### src/rtl/slot_c8_arbiter.sv
// Tracks which slot owns the shared $C800-$CFFF expansion ROM window and
// produces a per-slot I/O strobe that only the owning card sees.
module slot_c8_arbiter #(
  parameter logic [15:0] RELEASE_ADDR = 16'hCFFF
) (
  input  logic        clk_logic,
  input  logic        system_reset_n,
  input  logic        addr_strobe,
  input  logic [15:0] addr,
  input  logic        m2sel_n,
  input  logic        bus_reset,
  input  logic [2:0]  slot,
  input  logic [7:0]  card_id,
  input  logic        ioselect_n,
  input  logic        iostrobe_n,
  input  logic        cfg_wr,
  input  logic [2:0]  cfg_slot,
  output logic        owner_valid,
  output logic [2:0]  owner_slot,
  output logic [7:0]  owner_card,
  output logic [7:0]  c8_sel_n,
  output logic        claim_pulse,
  output logic        release_pulse
);

  logic        sample_q, sample_d;
  logic [15:0] addr_q, addr_d;
  logic        m2sel_n_q, m2sel_n_d;
  logic        owner_valid_q, owner_valid_d;
  logic [2:0]  owner_slot_q, owner_slot_d;
  logic [7:0]  owner_card_q, owner_card_d;
  logic [7:0]  c8_sel_n_q, c8_sel_n_d;
  logic        claim_q, claim_d;
  logic        release_q, release_d;

  logic        cfg_drop_s;
  logic        claim_ok_s;
  logic        rel_hit_s;

  // slot_if inputs lag the address by a cycle, so they only matter while sample_q is set
  always_comb begin
    sample_d      = addr_strobe;
    addr_d        = addr_strobe ? addr : addr_q;
    m2sel_n_d     = addr_strobe ? m2sel_n : m2sel_n_q;
    owner_valid_d = owner_valid_q;
    owner_slot_d  = owner_slot_q;
    owner_card_d  = owner_card_q;
    c8_sel_n_d    = c8_sel_n_q;
    claim_d       = 1'b0;
    release_d     = 1'b0;

    cfg_drop_s = cfg_wr && owner_valid_q && (cfg_slot == owner_slot_q);
    claim_ok_s = sample_q && !ioselect_n && (card_id != 8'h00)
                 && !(cfg_drop_s && (slot == cfg_slot));
    rel_hit_s  = sample_q && (addr_q == RELEASE_ADDR) && !m2sel_n_q;

    if (bus_reset) begin
      sample_d      = 1'b0;
      owner_valid_d = 1'b0;
      owner_slot_d  = 3'd0;
      owner_card_d  = 8'h00;
      c8_sel_n_d    = 8'hFF;
    end else begin
      // Strobe uses the owner as it stood before this cycle's claim/release
      if (sample_q) begin
        c8_sel_n_d = (owner_valid_q && !iostrobe_n) ? ~(8'h01 << owner_slot_q) : 8'hFF;
      end else begin
        c8_sel_n_d = c8_sel_n_q;
      end

      if (cfg_drop_s) begin
        owner_valid_d = 1'b0;
        owner_slot_d  = 3'd0;
        owner_card_d  = 8'h00;
        release_d     = 1'b1;
      end else begin
        owner_valid_d = owner_valid_q;
      end

      if (claim_ok_s) begin
        claim_d       = !owner_valid_d || (slot != owner_slot_q);
        owner_valid_d = 1'b1;
        owner_slot_d  = slot;
        owner_card_d  = card_id;
      end else if (rel_hit_s && owner_valid_d) begin
        owner_valid_d = 1'b0;
        owner_slot_d  = 3'd0;
        owner_card_d  = 8'h00;
        release_d     = 1'b1;
      end else begin
        claim_d = 1'b0;
      end
    end
  end

  // State and registered outputs
  always_ff @(posedge clk_logic or negedge system_reset_n) begin
    if (!system_reset_n) begin
      sample_q      <= 1'b0;
      addr_q        <= 16'h0000;
      m2sel_n_q     <= 1'b1;
      owner_valid_q <= 1'b0;
      owner_slot_q  <= 3'd0;
      owner_card_q  <= 8'h00;
      c8_sel_n_q    <= 8'hFF;
      claim_q       <= 1'b0;
      release_q     <= 1'b0;
    end else begin
      sample_q      <= sample_d;
      addr_q        <= addr_d;
      m2sel_n_q     <= m2sel_n_d;
      owner_valid_q <= owner_valid_d;
      owner_slot_q  <= owner_slot_d;
      owner_card_q  <= owner_card_d;
      c8_sel_n_q    <= c8_sel_n_d;
      claim_q       <= claim_d;
      release_q     <= release_d;
    end
  end

  assign owner_valid   = owner_valid_q;
  assign owner_slot    = owner_slot_q;
  assign owner_card    = owner_card_q;
  assign c8_sel_n      = c8_sel_n_q;
  assign claim_pulse   = claim_q;
  assign release_pulse = release_q;

endmodule

### config.mk
export PLATFORM = sky130hd
export DESIGN_NAME = slot_c8_arbiter
export DESIGN_NICKNAME = d
export VERILOG_FILES = /design/src/rtl/slot_c8_arbiter.sv
export SDC_FILE = /design/constraint.sdc
export NUM_CORES = 1
export LEC_CHECK = 0
export CORE_MARGIN = 3
export CORE_UTILIZATION = 40
export CTS_CLUSTER_SIZE = 10
export DETAILED_ROUTE_END_ITERATION = 10
export GPL_TIMING_DRIVEN = 0
export HOLD_SLACK_MARGIN = 0.15
export PLACE_DENSITY = 0.75
export SYNTH_ARGS = -nofsm -noshare
export SYNTH_HDL_FRONTEND = slang
export SYNTH_SLANG_ARGS = --single-unit
### constraint.sdc
create_clock -name clk_logic -period 1.7 [get_ports clk_logic]
set_clock_uncertainty 0.2 [all_clocks]
set_input_delay 0.34 -clock clk_logic [delete_from_list [all_inputs] [get_ports clk_logic]]
set_output_delay 0.34 -clock clk_logic [all_outputs]
set_load 0.02 [all_outputs]
==> tab_implementation.tex, run 1 <==
\begin{tabular}{lr}
\hline
Metric & Value \\
\hline
\multicolumn{2}{l}{\textbf{Synthesis}} \\
\quad Ys async rst share & 1.00 \\
\quad Synth Area in Compound Gates & 0.124 \\
\quad Multiplexer share of the synthesized area & 0.110 \\
\quad Synthesized instance count & 134 \\
\quad Biggest area consumer among synthesized cells & sky130\_fd\_sc\_hd\_\_dfrtp\_1 \\
\quad Cell variety after synth & 34 \\
\quad Area fraction of the dominant cell type after synthesis & 0.446 \\
\quad Number of enable flip-flop cells after synthesis & 0 \\
\quad Warnings from Yosys & 0 \\
\quad Post-Synthesis Mean Instance Area & 13.0 um2 \\
\quad Synthesized-area fraction occupied by adder cells & 0 \\
\quad Flip-flop and latch count after synthesis & 40 \\
\quad Main combinational cell family by area after synthesis & compound AO/OA/AOI/OAI gates \\
\quad Net Count, Synth & 172 \\
\quad Xor and xnor area share after synthesis & 0.0453 \\
\quad Primary flip-flop cell chosen by synthesis mapping & sky130\_fd\_sc\_hd\_\_dfrtp\_1 \\
\quad Post-Synth Simple-Gate Area & 0.109 \\
\quad Biggest area contributors in the synthesized netlist & sky130\_fd\_sc\_hd\_\_dfrtp\_1 (45\%), sky130\_fd\_sc\_hd\_\_dfstp\_2 (14\%), sky130\_fd\_sc\_hd\_\_mux2\_2 (11\%) \\
\quad Register area share after synthesis & 0.582 \\
\quad Count leader, synth & sky130\_fd\_sc\_hd\_\_dfrtp\_1 \\
\quad Synthesized cell area & 0.00174 mm2 \\
\quad Cell types with the highest counts after synthesis & sky130\_fd\_sc\_hd\_\_dfrtp\_1 (31), sky130\_fd\_sc\_hd\_\_mux2\_2 (17), sky130\_fd\_sc\_hd\_\_a22o\_1 (11) \\
\multicolumn{2}{l}{\textbf{CTS}} \\
\quad Clock tree from TritonCTS & done \\
\quad Number of CTS-inserted buffers & 5 \\
\quad Maximum number of buffers from clock root to sink & 2 \\
\quad Cell chosen for the clock root & sky130\_fd\_sc\_hd\_\_clkbuf\_8 \\
\quad Number of sinks driven by the clock tree & 40 \\
\quad CTS H-tree depth & 2 \\
\quad Clock transition at the registers of the reported paths & 0.07 ns \\
\quad Worst-Skew Late Latency & 0.29 ns \\
\multicolumn{2}{l}{\textbf{Route}} \\
\quad Met2 wire length & 2310 um \\
\quad Mean number of vias per cell & 5.44 \\
\quad Topmost layer with routed signal wires & met4 \\
\quad Total Routed Length & 4430 um \\
\quad Remaining DRCs & 0 \\
\quad TritonRoute pass-1 iters & 4 \\
\quad Met1 routed wirelength after detailed routing & 1680 um \\
\quad Detail Route met3 WL & 375 um \\
\quad First-iteration detailed-routing DRC count & 105 \\
\quad Overall via count from detail\_route & 1410 \\
\quad Average wire per standard cell & 17.1 um \\
\quad Antenna Violating Nets Remaining & 0 \\
\multicolumn{2}{l}{\textbf{Critical path}} \\
\quad Kind of start point of the critical path & primary input \\
\quad Cell class contributing the biggest share of worst-path delay & compound AO/OA/AOI/OAI gates \\
\quad Top fanout value on the critical path & 5 \\
\quad CP cell instances & dlygate4sd2\_1, nor4\_4, a211oi\_2, a2111oi\_4, buf\_4, a22o\_1 \\
\quad Arrival @ worst endpoint & 1.89 ns \\
\quad Critical path buffers and inverters & 2 \\
\quad CP max stage cell & sky130\_fd\_sc\_hd\_\_a2111oi\_4 \\
\quad Max stage delay on crit path & 0.43 ns \\
\quad Start-to-end type of the worst setup path & in -> reg \\
\quad Critical path required time & 1.72 ns \\
\quad Worst Setup End Kind & flop \\
\multicolumn{2}{l}{\textbf{Run status}} \\
\quad Failing checks & setup timing \\
\quad Result of the run & finished, violations left \\
\multicolumn{2}{l}{\textbf{Place}} \\
\quad Placed standard-cell area & 0.00241 mm2 \\
\quad Buffers on Ports & 58 \\
\quad Placed Cells & 242 \\
\quad DPL Wire Length & 3160 um \\
\quad Gpl congestion & 0.850 \\
\multicolumn{2}{l}{\textbf{Pwr}} \\
\quad Switching Power & 0.478 mW \\
\quad Switching power share of the total & 0.246 \\
\quad Proportion of power drawn by the clock network & 0.304 \\
\quad Total power after layout & 1.94 mW \\
\quad Internal portion of total power & 1.46 mW \\
\quad Portion of total power attributed to sequential cells & 0.538 \\
\quad Leakage power of the design & 1.13 nW \\
\quad Pwr/cell area & 740 mW/mm2 \\
\quad Peak supply drop & 0.522 mV \\
\quad Part of the total power dissipated in combinational logic & 0.158 \\
\multicolumn{2}{l}{\textbf{Layout}} \\
\quad Antenna diode count & 0 \\
\quad Area Overhead vs Synth & 50.6\% \\
\quad Fraction of layout cells with a size suffix above 1 & 0.325 \\
\quad Final-stage net count & 246 \\
\quad Final non-filler cell total & 259 \\
\quad Number of filler cells placed in the layout & 293 \\
\quad Cell area after layout & 0.00262 mm2 \\
\multicolumn{2}{l}{\textbf{Global route}} \\
\quad Global-route wire length before repair & 7350 um \\
\quad Initial antenna violation count & 0 \\
\quad Number of global-route vias before repair & 1550 \\
\quad Largest net degree at the start of global routing & 41 \\
\quad Global routing usage summed across all routing layers & 0.187 \\
\quad GR Overflow Total & 0 \\
\multicolumn{2}{l}{\textbf{Timing}} \\
\quad Number of endpoints with negative hold slack in the final report & 0 \\
\quad Final cycle utilization of the critical path & 1.10 \\
\quad Worst Max-Slew Pin Slew & 0.862 ns \\
\quad Worst Setup Slack, final & -0.172 ns \\
\quad FMAX & 0.534 GHz \\
\quad Time the final worst path needs with I/O delays and setup & 1.87 ns \\
\quad Unrepaired setup endpoints after global routing & true \\
\quad Setup-failing EPs final & 12 \\
\quad Count of final max-slew check failures & 0 \\
\quad Max\_slew headroom & 0.425 \\
\multicolumn{2}{l}{\textbf{Floorplan}} \\
\quad Area of the core & 0.00409 mm2 \\
\quad Starting density of the core & 0.426 \\
\quad Chip width & 71.9 um \\
\quad Die Ht & 71.9 um \\
\quad Die Footprint & 0.00518 mm2 \\
\quad Std-Cell Rows & 23 \\
\quad Number of top-level pins & 60 \\
\multicolumn{2}{l}{\textbf{Run}} \\
\quad Max capacitance violation total & 0 \\
\multicolumn{2}{l}{\textbf{Hold path}} \\
\quad Worst min-delay path category & reg -> reg \\
\hline
\end{tabular}
worst paths after layout:
kind | from | endpoint | slack [ns] | cells past startpoint
min | owner_card[4]$_DFFE_PN0P_ | owner_card[4]$_DFFE_PN0P_ | 0.30 | 1
max reg2reg | owner_slot[2]$_DFFE_PN0P_ | owner_card[1]$_DFFE_PN0P_ | -0.13 | 7
min reg2reg | owner_card[4]$_DFFE_PN0P_ | owner_card[4]$_DFFE_PN0P_ | 0.30 | 1
max in group asynchronous | system_reset_n | owner_slot[0]$_DFFE_PN0P_ | 0.20 | 2
max | card_id[3] | owner_card[1]$_DFFE_PN0P_ | -0.17 | 6
min in group asynchronous | system_reset_n | owner_valid$_DFF_PN0_ | 0.52 | 2
power groups by stage:
stage	clock network (mW)	logic (mW)	registers [mW]
after floorplan	0	0.118	1.06
after global placement	0	0.282	1.05
after detailed placement	0	0.291	1.06
after CTS	0.614	0.307	1.04
after global routing	0.656	0.329	1.05
final	0.589	0.306	1.04
timing repair:
action	in CTS	in global routing
hold endpoints to repair	31	0
resized for setup	60	11
gates cloned	2	0
hold buffers	1	0
pin swaps	20	5
endpoints found under the setup margin	37	20
buffers inserted	7	2
area by class of cell:
| cell class | count | area (um2) | area share |
|---|---|---|---|
| Clock inverter | 1 | 5.00 | 0.00191 |
| Clock buffer | 7 | 76.3 | 0.0291 |
| Timing Repair Buffer | 70 | 614 | 0.234 |
| Inverter | 2 | 7.51 | 0.00287 |
| Multi-Input combinational cell | 84 | 802 | 0.306 |
| Sequential cell | 40 | 1010 | 0.387 |
| Tap cell | 50 | 62.6 | 0.0239 |
| Buffer | 5 | 37.5 | 0.0143 |
registers in the layout (all words and copies together) (netlist names):
register	flops
sample_q	1
owner_slot	3
addr_q	16
owner_card	8
release_pulse	1
owner_valid	1
claim_pulse	1
c8_sel_n	8
m2sel_n_q	1
cell usage in the layout, fill, tap and decap left out, types with 2 or more instances in the layout:
master / n
sky130_fd_sc_hd__inv_1: 2
sky130_fd_sc_hd__nand2_1: 2
sky130_fd_sc_hd__nor3b_1: 2
sky130_fd_sc_hd__clkdlybuf4s50_1: 21
sky130_fd_sc_hd__nor3_2: 2
sky130_fd_sc_hd__nor2_1: 8
sky130_fd_sc_hd__dlygate4sd2_1: 27
sky130_fd_sc_hd__xnor2_1: 3
sky130_fd_sc_hd__clkbuf_1: 3
sky130_fd_sc_hd__dfrtp_2: 2
sky130_fd_sc_hd__or3_1: 2
sky130_fd_sc_hd__xor2_1: 3
sky130_fd_sc_hd__buf_4: 11
sky130_fd_sc_hd__buf_6: 4
sky130_fd_sc_hd__clkbuf_2: 5
sky130_fd_sc_hd__a21oi_1: 4
sky130_fd_sc_hd__nand4_1: 4
sky130_fd_sc_hd__dfrtp_1: 29
sky130_fd_sc_hd__xor2_4: 2
sky130_fd_sc_hd__clkbuf_8: 5
sky130_fd_sc_hd__o22a_1: 4
sky130_fd_sc_hd__a22o_1: 11
sky130_fd_sc_hd__nor4_4: 4
sky130_fd_sc_hd__clkdlybuf4s15_1: 3
sky130_fd_sc_hd__mux2_2: 17
sky130_fd_sc_hd__dfstp_2: 9
through the flow:
stage	TNS, ns	worst slack [ns]	util	hold slack [ns]
detailed placement	-12.42	-0.692	0.589	0.288
global placement	-39.03	-0.911	0.590	0.283
floorplan	-2.46	-0.225	-	-0.156
global route	-1.93	-0.189	0.641	0.286
CTS	-1.66	-0.155	0.645	0.292
finish	-1.84	-0.172	0.641	0.297
routing by layer:
| metal | vias to the layer above | global-route usage |
|---|---|---|
| met5 | - | 0 |
| met4 | 0 | 0.0668 |
| met3 | 9 | 0.0776 |
| met2 | 76 | 0.318 |
| met1 | 692 | 0.212 |
| li1 | 633 | - |
cells by family after synthesis:
group	Yosys count
flip-flops	40
AND/OR/NAND/NOR	32
AO/OA/AOI/OAI	26
multiplexers	17
buffers and inverters	10
XOR/XNOR	9
Power figures use the tool's default switching activity.
==> inputs of run 2 (changes only) <==
--- a/config.mk
+++ b/config.mk
@@ -10,7 +10,6 @@
 export CTS_CLUSTER_SIZE = 10
 export DETAILED_ROUTE_END_ITERATION = 10
 export GPL_TIMING_DRIVEN = 0
-export HOLD_SLACK_MARGIN = 0.15
 export PLACE_DENSITY = 0.75
 export SYNTH_ARGS = -nofsm -noshare
 export SYNTH_HDL_FRONTEND = slang
==> results of run 2 <==
No change in the layout: final DEF, timing and power equal those of run 1.
